===== src/rtl/pc_fetch_sequencer.sv =====
// Program counter and instruction fetch sequencer between the PC stage and decode.
// Optional macro PC_ALIGN_CHECK_EN turns misaligned redirects into exceptions and drives o_align_err.
module pc_fetch_sequencer #(
  parameter logic [31:0] RESET_PC   = 32'h0000_1000,
  parameter logic [31:0] EXC_VECTOR = 32'h0000_0080,
  parameter logic [31:0] PC_STEP    = 32'd4
) (
  input  logic        i_clk,
  input  logic        i_rst_n,
  output logic        o_imem_req,
  output logic [31:0] o_imem_addr,
  input  logic        i_imem_ack,
  input  logic [31:0] i_imem_rdata,
  output logic        o_instr_valid,
  input  logic        i_instr_ready,
  output logic [31:0] o_instr,
  output logic [31:0] o_instr_pc,
  input  logic        i_redir_valid,
  input  logic [31:0] i_redir_addr,
  input  logic        i_exc_valid,
  output logic [31:0] o_pc,
  output logic        o_align_err
);

  typedef enum logic [1:0] {
    S_IDLE,
    S_REQ,
    S_HOLD
  } state_t;

  state_t      r_state;
  logic [31:0] r_pc;
  logic [31:0] r_req_addr;
  logic        r_imem_req;
  logic        r_kill;
  logic        r_instr_valid;
  logic [31:0] r_instr;
  logic [31:0] r_instr_pc;

  logic        w_misaligned;
  logic        w_to_exc;
  logic        w_redirect;
  logic [31:0] w_target;
  logic [31:0] w_pc_seq;

`ifdef PC_ALIGN_CHECK_EN
  assign w_misaligned = i_redir_valid && (i_redir_addr[1:0] != 2'b00);
`else
  assign w_misaligned = 1'b0;
`endif

  // Exceptions (including bad redirects) beat ordinary redirects, which beat sequential flow.
  assign w_to_exc   = i_exc_valid | w_misaligned;
  assign w_redirect = w_to_exc | i_redir_valid;
  assign w_target   = w_to_exc ? EXC_VECTOR : i_redir_addr;
  assign w_pc_seq   = r_pc + PC_STEP;

  // r_req_addr holds the address of the outstanding request so a redirect during a
  // wait cannot disturb the address the memory is already servicing.
  always_ff @(posedge i_clk or negedge i_rst_n) begin
    if (!i_rst_n) begin
      r_state       <= S_IDLE;
      r_pc          <= RESET_PC;
      r_req_addr    <= RESET_PC;
      r_imem_req    <= 1'b0;
      r_kill        <= 1'b0;
      r_instr_valid <= 1'b0;
      r_instr       <= 32'h0;
      r_instr_pc    <= 32'h0;
    end else begin
      case (r_state)
        S_IDLE: begin
          r_state    <= S_REQ;
          r_imem_req <= 1'b1;
          if (w_redirect) begin
            r_pc       <= w_target;
            r_req_addr <= w_target;
          end else begin
            r_req_addr <= r_pc;
          end
        end
        S_REQ: begin
          if (i_imem_ack) begin
            r_kill <= 1'b0;
            if (w_redirect) begin
              r_pc       <= w_target;
              r_req_addr <= w_target;
            end else if (r_kill) begin
              r_req_addr <= r_pc;
            end else begin
              r_instr       <= i_imem_rdata;
              r_instr_pc    <= r_req_addr;
              r_instr_valid <= 1'b1;
              r_imem_req    <= 1'b0;
              r_state       <= S_HOLD;
            end
          end else if (w_redirect) begin
            r_pc   <= w_target;
            r_kill <= 1'b1;
          end
        end
        S_HOLD: begin
          if (w_redirect) begin
            r_pc          <= w_target;
            r_req_addr    <= w_target;
            r_instr_valid <= 1'b0;
            r_imem_req    <= 1'b1;
            r_state       <= S_REQ;
          end else if (i_instr_ready) begin
            r_pc          <= w_pc_seq;
            r_req_addr    <= w_pc_seq;
            r_instr_valid <= 1'b0;
            r_imem_req    <= 1'b1;
            r_state       <= S_REQ;
          end
        end
        default: begin
          r_state    <= S_IDLE;
          r_imem_req <= 1'b0;
        end
      endcase
    end
  end

`ifdef PC_ALIGN_CHECK_EN
  logic r_align_err;

  always_ff @(posedge i_clk or negedge i_rst_n) begin
    if (!i_rst_n) begin
      r_align_err <= 1'b0;
    end else begin
      r_align_err <= w_misaligned;
    end
  end

  assign o_align_err = r_align_err;
`else
  assign o_align_err = 1'b0;
`endif

  assign o_imem_req    = r_imem_req;
  assign o_imem_addr   = r_req_addr;
  assign o_instr_valid = r_instr_valid;
  assign o_instr       = r_instr;
  assign o_instr_pc    = r_instr_pc;
  assign o_pc          = r_pc;

endmodule


===== config.mk =====
export PLATFORM = sky130hd
export DESIGN_NAME = pc_fetch_sequencer
export DESIGN_NICKNAME = d
export VERILOG_FILES = /design/src/rtl/pc_fetch_sequencer.sv
export SDC_FILE = /design/constraint.sdc
export NUM_CORES = 1
export LEC_CHECK = 0
export ABC_AREA = 1
export BUFFER_PORTS_ARGS = -buffer_cell sky130_fd_sc_hd__buf_2
export CORE_MARGIN = 5
export CORE_UTILIZATION = 40
export CTS_CLUSTER_DIAMETER = 40
export CTS_CLUSTER_SIZE = 24
export DETAILED_ROUTE_END_ITERATION = 10
export HOLD_SLACK_MARGIN = 0.12
export PLACE_DENSITY = 0.63
export SYNTH_ARGS = -nofsm -noshare
export SYNTH_HDL_FRONTEND = slang
export SYNTH_SLANG_ARGS = --single-unit

===== constraint.sdc =====
create_clock -name i_clk -period 3.7 [get_ports i_clk]
set_input_delay 0.555 -clock i_clk [delete_from_list [all_inputs] [get_ports i_clk]]
set_output_delay 0.555 -clock i_clk [all_outputs]
set_load 0.1 [all_outputs]

# After elaboration in Yosys (flattened, before gate mapping)
# Index checks and enable logic that the tools add are counted.
dict set report word_totals {
  register_bits 133
  word_cells 60
  inputBits 70
}
dict set report classes {
  n_eq_ne 7
  mux 29
  add_sub_neg 1
  n_reduce_logical 12
  bitwise_logic 3
}
# operator n
set op_table {}
lappend op_table {{two-way mux 32 bit} 7}
lappend op_table {{one-hot mux 32 bit (3 select lines)} 1}
lappend op_table {{one-hot mux 32 bit (2 select lines)} 1}
lappend op_table {{adder 32 x 3 -> 32 bit (second input constant)} 1}
lappend op_table {{two-way mux 1 bit} 12}
lappend op_table {{AND reduction 4 bit} 3}
lappend op_table {{two-way mux 2 bit} 5}
lappend op_table {{inequality test 2 bit (second input constant)} 3}
lappend op_table {{inequality test 3 bit (second input constant)} 2}
lappend op_table {{one-hot mux 2 bit (3 select lines)} 1}
lappend op_table {{nonzero test 2 bit} 3}
lappend op_table {{AND reduction 5 bit} 1}
lappend op_table {{AND reduction 2 bit} 2}
lappend op_table {{one-hot mux 1 bit (3 select lines)} 1}
lappend op_table {{nonzero test 3 bit} 1}
lappend op_table {{== test 2 x 1 -> 1 bit (second input constant)} 1}
lappend op_table {{== test 2 bit (second input constant)} 1}
lappend op_table {{logical NOT 2 bit} 1}
lappend op_table {{NOT 1 bit} 2}
lappend op_table {{one-hot mux 1 bit (2 select lines)} 1}
lappend op_table {{OR reduction 2 bit} 1}
lappend op_table {{bitwise OR 1 bit} 1}

# Depth between registers and ports, before layout
# Gate-level depths: netlist of the first run.
dict set report logic_depth {
  word_depth 4
  depth_mapped 12
}

# Least setup slack after synthesis of the first run
# No wires, ideal clock.
dict set report synth_timing {
  path_kind {register to register}
  from {reg r_pc[2], in the netlist o_pc[2]}
  to {reg r_pc[30], in the netlist o_pc[30]}
  path_stages_with_launch 11
  setup_time_ns 0.120
  n_path_buf 0
  slack_ns 1.461
  arrival_time_ns 2.119
  path_cell_list {dfrtp_1 > ha_1 > inv_1 > nor2_1 > nand2_1 > nor2_1 > nand3_1 > nand3_1 > nand3_1 > nand2_1 > nand2_1}
}
dict set report synth_between {
  elab_chain_len 4
}
# element line_no
set synth_rtl {}
lappend synth_rtl {{start: declaration} 32} ;# logic [31:0] r_pc;
lappend synth_rtl {{start signal: assignment} 76} ;# r_pc <= w_target;
lappend synth_rtl {{start signal: assignment} 86} ;# r_pc <= w_target;
lappend synth_rtl {{start signal: assignment} 98} ;# r_pc <= w_target;
lappend synth_rtl {{adder 32 x 3 -> 32 bit} 56} ;# assign w_pc_seq = r_pc + PC_STEP;
lappend synth_rtl {{two-way mux 32 bit} 109} ;# end else if (i_instr_ready) begin
lappend synth_rtl {{two-way mux 32 bit} 103} ;# if (w_redirect) begin
lappend synth_rtl {{one-hot mux 32 bit (2 select lines)} 71} ;# case (r_state)
# No other way between the ends. The select of a mux whose other input is x is not followed.
# A chain may end at the register's enable or synchronous reset.

# Worst setup path in the final report of the first run
dict set report layout_timing {
  from {reg r_state[0]}
  to {reg r_pc[12], in the netlist o_pc[12]}
}
dict set report layout_between {
  elab_chain_len 4
  word_cells_on_any_way 8
}
# element line_no
set layout_rtl {}
lappend layout_rtl {{start: declaration} 31} ;# state_t r_state;
lappend layout_rtl {{start signal: assignment} 62} ;# r_state <= S_IDLE;
lappend layout_rtl {{start signal: assignment} 73} ;# r_state <= S_REQ;
lappend layout_rtl {{start signal: assignment} 95} ;# r_state <= S_HOLD;
lappend layout_rtl {{== test 2 x 1 -> 1 bit / logical NOT 2 bit (equally long branches)} 71}
lappend layout_rtl {{OR reduction 2 bit (no line)} -}
lappend layout_rtl {{nonzero test 2 bit (no line)} -}
lappend layout_rtl {{AND reduction 2 bit (no line)} -}
# Several ways; a longest one is shown, not always the timed one.

==> results of run 1 <==
## stage by stage
step	setup slack (ps)	instances	cell area [um2]	hold WS (ps)	util
after floorplan	1460	870	6400	259	-
after global placement	979	1260	7580	448	0.480
after detailed placement	948	1260	7580	454	0.480
after CTS	1310	1290	8170	223	0.518
after global routing	1090	1290	8170	249	0.518
final	1310	1290	8170	191	0.518
## final cells by class
class,instances,area share
clock inverter,10,0.0161
timing repair buffer,206,0.131
multi-input combinational,635,0.327
inverter,71,0.0326
clock buffer,20,0.0559
tap,216,0.0331
sequential,132,0.405
## state kept, by name, summed over array words and instances, names as in the netlist
name,flops
o_imem_addr,32
o_instr,32
o_instr_pc,32
o_pc,32
r_state,2
o_instr_valid,1
r_kill,1
## worst min path at each step
stage	to	slack [ps]	cells after the start
finish	o_instr_pc[17]$_DFFE_PN0P_	190	1
global route	o_instr_pc[17]$_DFFE_PN0P_	250	1
CTS	o_instr_pc[17]$_DFFE_PN0P_	220	1
detailed placement	o_instr_pc[31]$_DFFE_PN0P_	450	2
global placement	o_instr_pc[20]$_DFFE_PN0P_	450	2
floorplan	o_imem_addr[0]$_DFFE_PN0P_	260	0
## per-layer routing
metal	global-route usage	part of all wire	wire [um]
met1	0.304	0.46	8970
met2	0.329	0.46	8950
met3	0.0514	0.072	1410
met4	0.0616	0.0090	175
met5	0	0	0
## logic make-up (layout without fill, tap and decap cells)
| logic type | count (synthesis) | count (layout) | share of synthesized area |
|---|---|---|---|
| buf+inv | 103 | 307 | 0.0661 |
| fa+ha+maj | 1 | 1 | 0.00196 |
| other cells | 1 | 1 | 0.000586 |
| compound gates | 83 | 83 | 0.0708 |
| simple gates | 550 | 550 | 0.344 |
| flops | 132 | 132 | 0.517 |
## layout by cell type (no fill, tap or decap), types with 2 or more instances in the layout
cell type,Yosys,layout
nand2_1,417,417
o21ai_1,9,9
nor2_2,3,3
dfrtp_1,130,130
clkbuf_16,0,17
o211ai_1,2,2
a31oi_1,3,3
a21oi_1,5,5
dfstp_2,2,2
o21ai_0,58,58
clkbuf_8,0,2
inv_2,5,5
clkinv_2,0,5
nand3_1,59,59
nand3b_1,4,4
nand4_1,3,3
o21a_1,2,2
nor2_1,56,56
inv_1,65,65
nor2_4,2,2
nor3_1,2,2
buf_2,17,198
buf_4,2,6
bufinv_16,0,3
==> qor.yml, run 1 <==
synthesis:
  yosys-top-cells-area: "dfrtp_1 (51%), nand2_1 (24%), nand3_1 (4.6%)"
  syn-num-nets: 941
  async_flop_share: 1.00
  yosysWarnings: 0
  synthCells: 870
  syn_area_um2: 6400
  synth_area_per_cell_um2: 7.35
  ys_ff_latch: 132
  synth_edf_count: 0
  synth_most_common_cell: "nand2_1"
  synth_top_area_share: 0.509
  synth_ff_type: "dfrtp_1"
  synth_area_leader_cell: "dfrtp_1"
  synth_top_cells_by_count: "nand2_1 (417), dfrtp_1 (130), inv_1 (65)"
  ys_seq_area_frac: 0.517
  synth_cell_types: 34
cells_and_area:
  drive_gt1_frac: 0.234
  antenna_cells: 0
  fin_nets: 1134
  n_fill_cell: 1632
  syn2layout_area_growth_pct: 27.7
  seqCellArea_um2: 3310
  multi_input_area_um2: 2670
cts:
  hold_buffers: 0
  h-tree-depth: 4
  tritoncts: "done"
  cts_buffer_depth: 2
  post_cts_resized: 0
  cts.clk_slew.worst_paths_ps: 50
  insertion_delay_ps: 420
  postCtsSetupBuffers: 0
  cts_buffers: 17
  cts.sinks: 132
  root_buffer: "clkbuf_16"
setup_path:
  critical_path.top_delay_family: "simple AND/OR/NAND/NOR gates"
  endpoint: "o_pc[12]$_DFFE_PN1P_"
  path_class: "reg2reg"
  startpoint: "r_state[0]$_DFFE_PN0P_"
  required_ps: 4030
  startpoint_type: "register"
  path_depth: 6
  slowest_stage: "nor2_1"
  worstPathMaxFanout: 27
  r2r_cells: 6
  reg2reg_to: "o_pc[12]$_DFFE_PN1P_"
  path_buf_inv: 1
  rrSetupSlack_ps: 1310
  setup.worst_path.end_class: "register"
  r2r_start: "r_state[0]$_DFFE_PN0P_"
  slowest_delay_ps: 630
  arrival_ps: 2730
  worstPathCellList: "nor2_1 > o21ai_1 > nand2_2 > buf_4 > nand3_1 > o21ai_0"
floorplanning:
  dieArea_um2: 18600
  initial_core_util: 0.406
  io_pins: 201
  dieHeight_um: 136
  die_w_um: 136
  rows: 46
  coreArea_um2: 15800
routing:
  vias_per_cell: 4.83
  drt-pass1-iter-count: 5
  wire_per_inst_um: 15.1
  drc: 0
  dr.first_iter.drc_count: 451
  postRouteAntennaNets: 0
  routed_wl_um: 19500
  vias: 6236
sta:
  rsz0062_at_grt: "false"
  tightest_slew_ps: 781
  min_period_ps: 2390
  max_freq_ghz: 0.418
  fin_skew_ps: 7.64
  drv_slew: 0
  hold_viol_final: 0
  fin_setup_tns_ps: 0
  min_period_over_period: 0.647
  setup_viol: 0
  max-slew-margin-rel: 0.480
job:
  max-cap-violations: 0
global_routing:
  antenna_found_initial: 0
  grt_pass1_wl_um: 31100
  first_global_vias: 5954
  track_usage: 0.215
  grt_max_degree: 82
  grt-ovfl-total: 0
placement:
  finalWeightedCongestion: 0.964
  hpwl_um: 14400
  io_buffers: 199
min_path:
  hold_path.class: "in2async"
outcome:
  status: "completed"
Power of run 1 is not shown: default switching activity piles up to over one toggle a cycle in this logic, so the estimate is an artifact.
==> run 2, diff against run 1 <==
PLACE_DENSITY = 0.66   (was 0.63)
clock period = 2 ns   (was 3.7 ns; I/O delays follow)
==> run 2 against run 1 <==
  * Wire length grew 5.0%
  * Largest cell class unchanged
  * Clock skew increased by 2.2 ps
  * Maximum frequency rose by 32%
  * Sequential cell count unchanged
==> qor.yml, run 2 (same netlist as run 1, synthesis figures left out) <==
setup_path:
  reg2reg_to: "o_imem_addr[30]$_DFFE_PN0P_"
  startpoint_type: "register"
  r2r_cells: 10  # +4
  startpoint: "o_pc[2]$_DFFE_PN0P_"
  endpoint: "o_imem_addr[30]$_DFFE_PN0P_"
  path_class: "reg2reg"
  rrSetupSlack_ps: 190  # -1120 ps
  required_ps: 2300  # -1730 ps
  arrival_ps: 2110  # -620 ps
  r2r_start: "o_pc[2]$_DFFE_PN0P_"
  worstPathMaxFanout: 6  # -78%
  setup.worst_path.end_class: "register"
sta:
  hold_viol_final: 0  # unchanged
  rsz0062_at_grt: "false"
  drv_slew: 0  # unchanged
  holdWs_ps: 177  # -13.6 ps
  min_period_over_period: 0.907  # +0.260
  tightest_slew_ps: 528  # -253 ps
  max_freq_ghz: 0.551  # +32%
  max-slew-margin-rel: 0.650  # +0.171
  min_period_ps: 1810  # -579 ps
  setup_viol: 0  # unchanged
  fin_skew_ps: 9.82  # +2.18 ps
  fin_setup_tns_ps: 0  # unchanged
global_routing:
  grt-ovfl-total: 0  # unchanged
  grt_pass1_wl_um: 32100  # +3.4%
  track_usage: 0.222  # +0.00794
  grt_max_degree: 53  # -35%
  antenna_found_initial: 0  # unchanged
  first_global_vias: 6163  # +3.5%
floorplanning:
  rows: 46  # unchanged
  initial_core_util: 0.406  # unchanged
  dieArea_um2: 18600  # unchanged
  die_w_um: 136  # unchanged
  coreArea_um2: 15800  # unchanged
  dieHeight_um: 136  # unchanged
  io_pins: 201  # unchanged
routing:
  dr.first_iter.drc_count: 377  # -16%
  postRouteAntennaNets: 0  # unchanged
  routed_wl_um: 20500  # +5.0%
  wire_per_inst_um: 15.2  # +0.62%
  vias_per_cell: 4.73  # -2.1%
  drt-pass1-iter-count: 6  # +1
  vias: 6370  # +2.1%
  drc: 0  # unchanged
job:
  max-cap-violations: 0  # unchanged
cells_and_area:
  fin_nets: 1188  # +4.8%
  n_fill_cell: 1576  # -3.4%
  final_common_cell: "nand2_1"
  drive_gt1_frac: 0.254  # +0.0205
  seqCellArea_um2: 3320  # +0.57%
  layout.cells.most_common_list: "nand2_1 (417), buf_2 (198), dfrtp_1 (115), inv_1 (65), nand3_1 (59)"
  multi_input_area_um2: 2670  # unchanged
  syn2layout_area_growth_pct: 35.6
placement:
  finalWeightedCongestion: 0.929  # -3.7%
  io_buffers: 199  # unchanged
  hpwl_um: 15000  # +4.1%
outcome:
  status: "completed"
cts:
  cts.sinks: 132  # unchanged
  root_buffer: "clkbuf_16"
  h-tree-depth: 4  # unchanged
  cts_buffers: 17  # unchanged
  cts_buffer_depth: 2  # unchanged
  cts.clk_slew.worst_paths_ps: 60  # about the same
  insertion_delay_ps: 420  # about the same
  tritoncts: "done"
min_path:
  hp-start: "i_redir_addr[6]"
  hold_path.class: "in2reg"
## run 2: changes by cell type in the layout (fill, tap and decap cells not counted), sizes merged
cell,change
inv,+1
clkbuf,-1
buf,+20
bufinv,-2
clkinvlp,+3
diode,+1
dlygate4sd3,+34
## run 2: cell type report
class | count | share of cell area
Tap cell | 216 | 0.0312
Timing Repair Buffer | 260 | 0.184
Antenna cell | 1 | 0.000288
Multi-Input combinational cell | 635 | 0.307
Clock buffer | 19 | 0.0511
Clock inverter | 12 | 0.0123
Inverter | 71 | 0.0307
Sequential cell | 132 | 0.383
## run 2: how the worst min path moves through the flow
stage,endpoint,slack [ps],cells after the start
after floorplan,o_imem_addr[0]$_DFFE_PN0P_,4,0
after global placement,o_instr_pc[17]$_DFFE_PN0P_,290,1
after detailed placement,o_instr_pc[18]$_DFFE_PN0P_,290,1
after CTS,o_pc[6]$_DFFE_PN0P_,160,3
after global routing,o_pc[6]$_DFFE_PN0P_,180,3
final,o_pc[6]$_DFFE_PN0P_,180,3
## run 2: stage by stage
| step | worst slack [ps] | std cells | utilization | instance area, um2 |
|---|---|---|---|---|
| 4_1_cts | 184 | 1342 | 0.549 | 8650 |
| 5_1_grt | 26.9 | 1345 | 0.550 | 8670 |
| 2_1_floorplan | 11.5 | 870 | - | 6410 |
| 3_3_place_gp | 257 | 1277 | 0.492 | 7760 |
| 3_5_place_dp | 187 | 1277 | 0.492 | 7760 |
| 6_report | 186 | 1346 | 0.550 | 8680 |
## run 2: worst max-delay path, cell delays in order, from the launching register on
cell,delay (ps)
dfrtp_2,420
ha_1,200
inv_1,70
nor2_1,170
nand2_1,80
nor2_1,320
nand3_1,120
nand3_1,100
nand3_1,100
nand2_1,70
nand2_1,50
## run 2: timing repair
action                                  4_1_cts  5_1_grt
resized for setup                             0        0
hold buffers                                 34        0
hold endpoints to repair                     81        0
setup buffers                                 0        3
endpoints found under the setup margin        0        1
## run 2: layer usage
metal / global-route usage / wire [um] / vias up
li1: - / - / 3210
met1: 0.294 / 9090 / 2954
met2: 0.367 / 9870 / 188
met3: 0.0518 / 1260 / 18
met4: 0.0616 / 257 / 0
met5: 0 / 0 / -
Power of run 2 is left out for the same reason.
==> run 3, diff against run 2 <==
PLACE_DENSITY = 0.63   (was 0.66)
clock period = 1.9 ns   (was 2 ns; I/O delays follow)
==> run 3 against run 2 <==
  * Via count grew 0.28%
  * Clock skew shrank 3.7 ps
  * Design area grew 0.56%
  * Critical path depth shrank 9
  * Non-clock buffer count shrank 5
  * Utilization grew 0.31 points
  * Global-route usage is essentially flat
  * Clock-buffer cell count shrank 2
  * Sequential share of layout area is essentially flat
  * Worst setup slack lost 54 ps
  * Sequential cell count is the same
  * Largest cell class unchanged
==> qor.yml, run 3 (same netlist as run 1, synthesis figures left out) <==
sta:
  max_freq_ghz: 0.566
  drv_slew: 0  # unchanged
  hold_viol_final: 0  # unchanged
  max-slew-margin-rel: 0.659  # +0.00848
  tightest_slew_ps: 515  # -12.8 ps
  holdWs_ps: 164  # -13.0 ps
  setup_viol: 0  # unchanged
  fin_skew_ps: 6.11  # -3.71 ps
  min_period_over_period: 0.931
  min_period_ps: 1770
  rsz0062_at_grt: "true"
min_path:
  hold_path_depth: 3  # unchanged
  hold_path.class: "in2reg"
global_routing:
  grt_max_degree: 60  # +13%
  first_global_vias: 6193  # +0.49%
  track_usage: 0.222  # -0.000333
  grt-ovfl-total: 0  # unchanged
  grt_pass1_wl_um: 31900  # -0.88%
  antenna_found_initial: 0  # unchanged
cells_and_area:
  antenna_cells: 0  # -1
  layout.cells.most_common_list: "nand2_1 (417), buf_2 (198), dfrtp_1 (107), inv_1 (65), nand3_1 (58)"
  syn2layout_area_growth_pct: 36.4
  drive_gt1_frac: 0.266  # +0.0116
  fin_nets: 1183  # -0.42%
  final_common_cell: "nand2_1"
  fin_area_um2: 8720  # +0.56%
outcome:
  status: "completed"
floorplanning:
  die_w_um: 136  # unchanged
  io_pins: 201  # unchanged
  rows: 46  # unchanged
  dieHeight_um: 136  # unchanged
  coreArea_um2: 15800  # unchanged
  initial_core_util: 0.406  # unchanged
  dieArea_um2: 18600  # unchanged
setup_path:
  path_depth: 1  # -9
  setup.worst_path.end_class: "output pin"
  worstPathMaxFanout: 5  # -1
  path_buf_inv: 1  # unchanged
  required_ps: 1620  # -680 ps
  slowest_stage: "dfstp_4"
  r2r_cells: 10  # unchanged
  critical_path.top_delay_family: "flip-flops"
  startpoint_type: "register"
  slowest_delay_ps: 630  # +210 ps
  path_class: "reg2out"
  arrival_ps: 1480  # -630 ps
  worstPathCellList: "buf_2"
cts:
  tritoncts: "done"
  h-tree-depth: 4  # unchanged
  cts_buffer_depth: 2  # unchanged
  root_buffer: "clkbuf_16"
  cts_buffers: 17  # unchanged
  cts.clk_slew.worst_paths_ps: 60  # about the same
  postCtsSetupBuffers: 0  # unchanged
  cts.sinks: 132  # unchanged
  insertion_delay_ps: 420  # about the same
placement:
  finalWeightedCongestion: 0.971  # +4.5%
  placed_area_um2: 7750  # -0.11%
  io_buffers: 199  # unchanged
  hpwl_um: 14900  # -0.79%
routing:
  vias: 6388  # +0.28%
  drt-pass1-iter-count: 5  # -1
  vias_per_cell: 4.76  # +0.66%
  dr.first_iter.drc_count: 534  # +42%
  routed_wl_um: 20400  # -0.39%
  drc: 0  # unchanged
  wire_per_inst_um: 15.2  # about the same
  postRouteAntennaNets: 0  # unchanged
job:
  max-cap-violations: 0  # unchanged
## run 3: repair_timing
| action | 4_1_cts | 5_1_grt |
|---|---|---|
| setup endpoints to repair | 2 | 15 |
| endpoints found under the hold margin | 106 | 0 |
| hold buffers | 34 | 0 |
| gates resized for setup | 1 | 8 |
| cloned | 0 | 0 |
## run 3: area by class of cell
cell class | count | area [um2]
multi-input combinational | 635 | 2690
inverter | 71 | 267
clock buffer | 17 | 425
clock inverter | 15 | 181
fill | 1537 | 7050
tap | 216 | 270
timing repair buffer | 255 | 1550
sequential | 132 | 3340
## run 3: worst paths after layout
check | start | end | slack (ps)
setup / recovery | o_pc[12]$_DFFE_PN1P_ | o_pc[12] | 130
hold / removal | i_redir_addr[6] | o_pc[6]$_DFFE_PN0P_ | 160
setup reg to reg | o_pc[2]$_DFFE_PN0P_ | o_pc[24]$_DFFE_PN0P_ | 140
hold reg to reg | o_instr_pc[25]$_DFFE_PN0P_ | o_instr_pc[25]$_DFFE_PN0P_ | 460
max in group asynchronous | i_rst_n | o_pc[2]$_DFFE_PN0P_ | 960
min in group asynchronous | i_rst_n | o_instr_pc[21]$_DFFE_PN0P_ | 310
## run 3: stage by stage
| stage | setup WS (ps) | std cells | TNS (ps) | utilization |
|---|---|---|---|---|
| 6_report | 132 | 1341 | 0 | 0.553 |
| 5_1_grt | -1.81 | 1341 | -1.81 | 0.553 |
| 4_1_cts | 96.8 | 1341 | 0 | 0.552 |
| 3_5_place_dp | 6.97 | 1275 | 0 | 0.492 |
| 3_3_place_gp | 24.5 | 1275 | 0 | 0.492 |
| 2_1_floorplan | 0.619 | 870 | 0 | - |
## run 3: routing by layer
| layer | vias to the layer above | share of wire | track usage |
|---|---|---|---|
| li1 | 3212 | - | - |
| met1 | 2939 | 0.45 | 0.299 |
| met2 | 212 | 0.47 | 0.358 |
| met3 | 25 | 0.068 | 0.0477 |
| met4 | 0 | 0.017 | 0.0722 |
| met5 | - | 0 | 0 |
Power of run 3 is left out for the same reason.
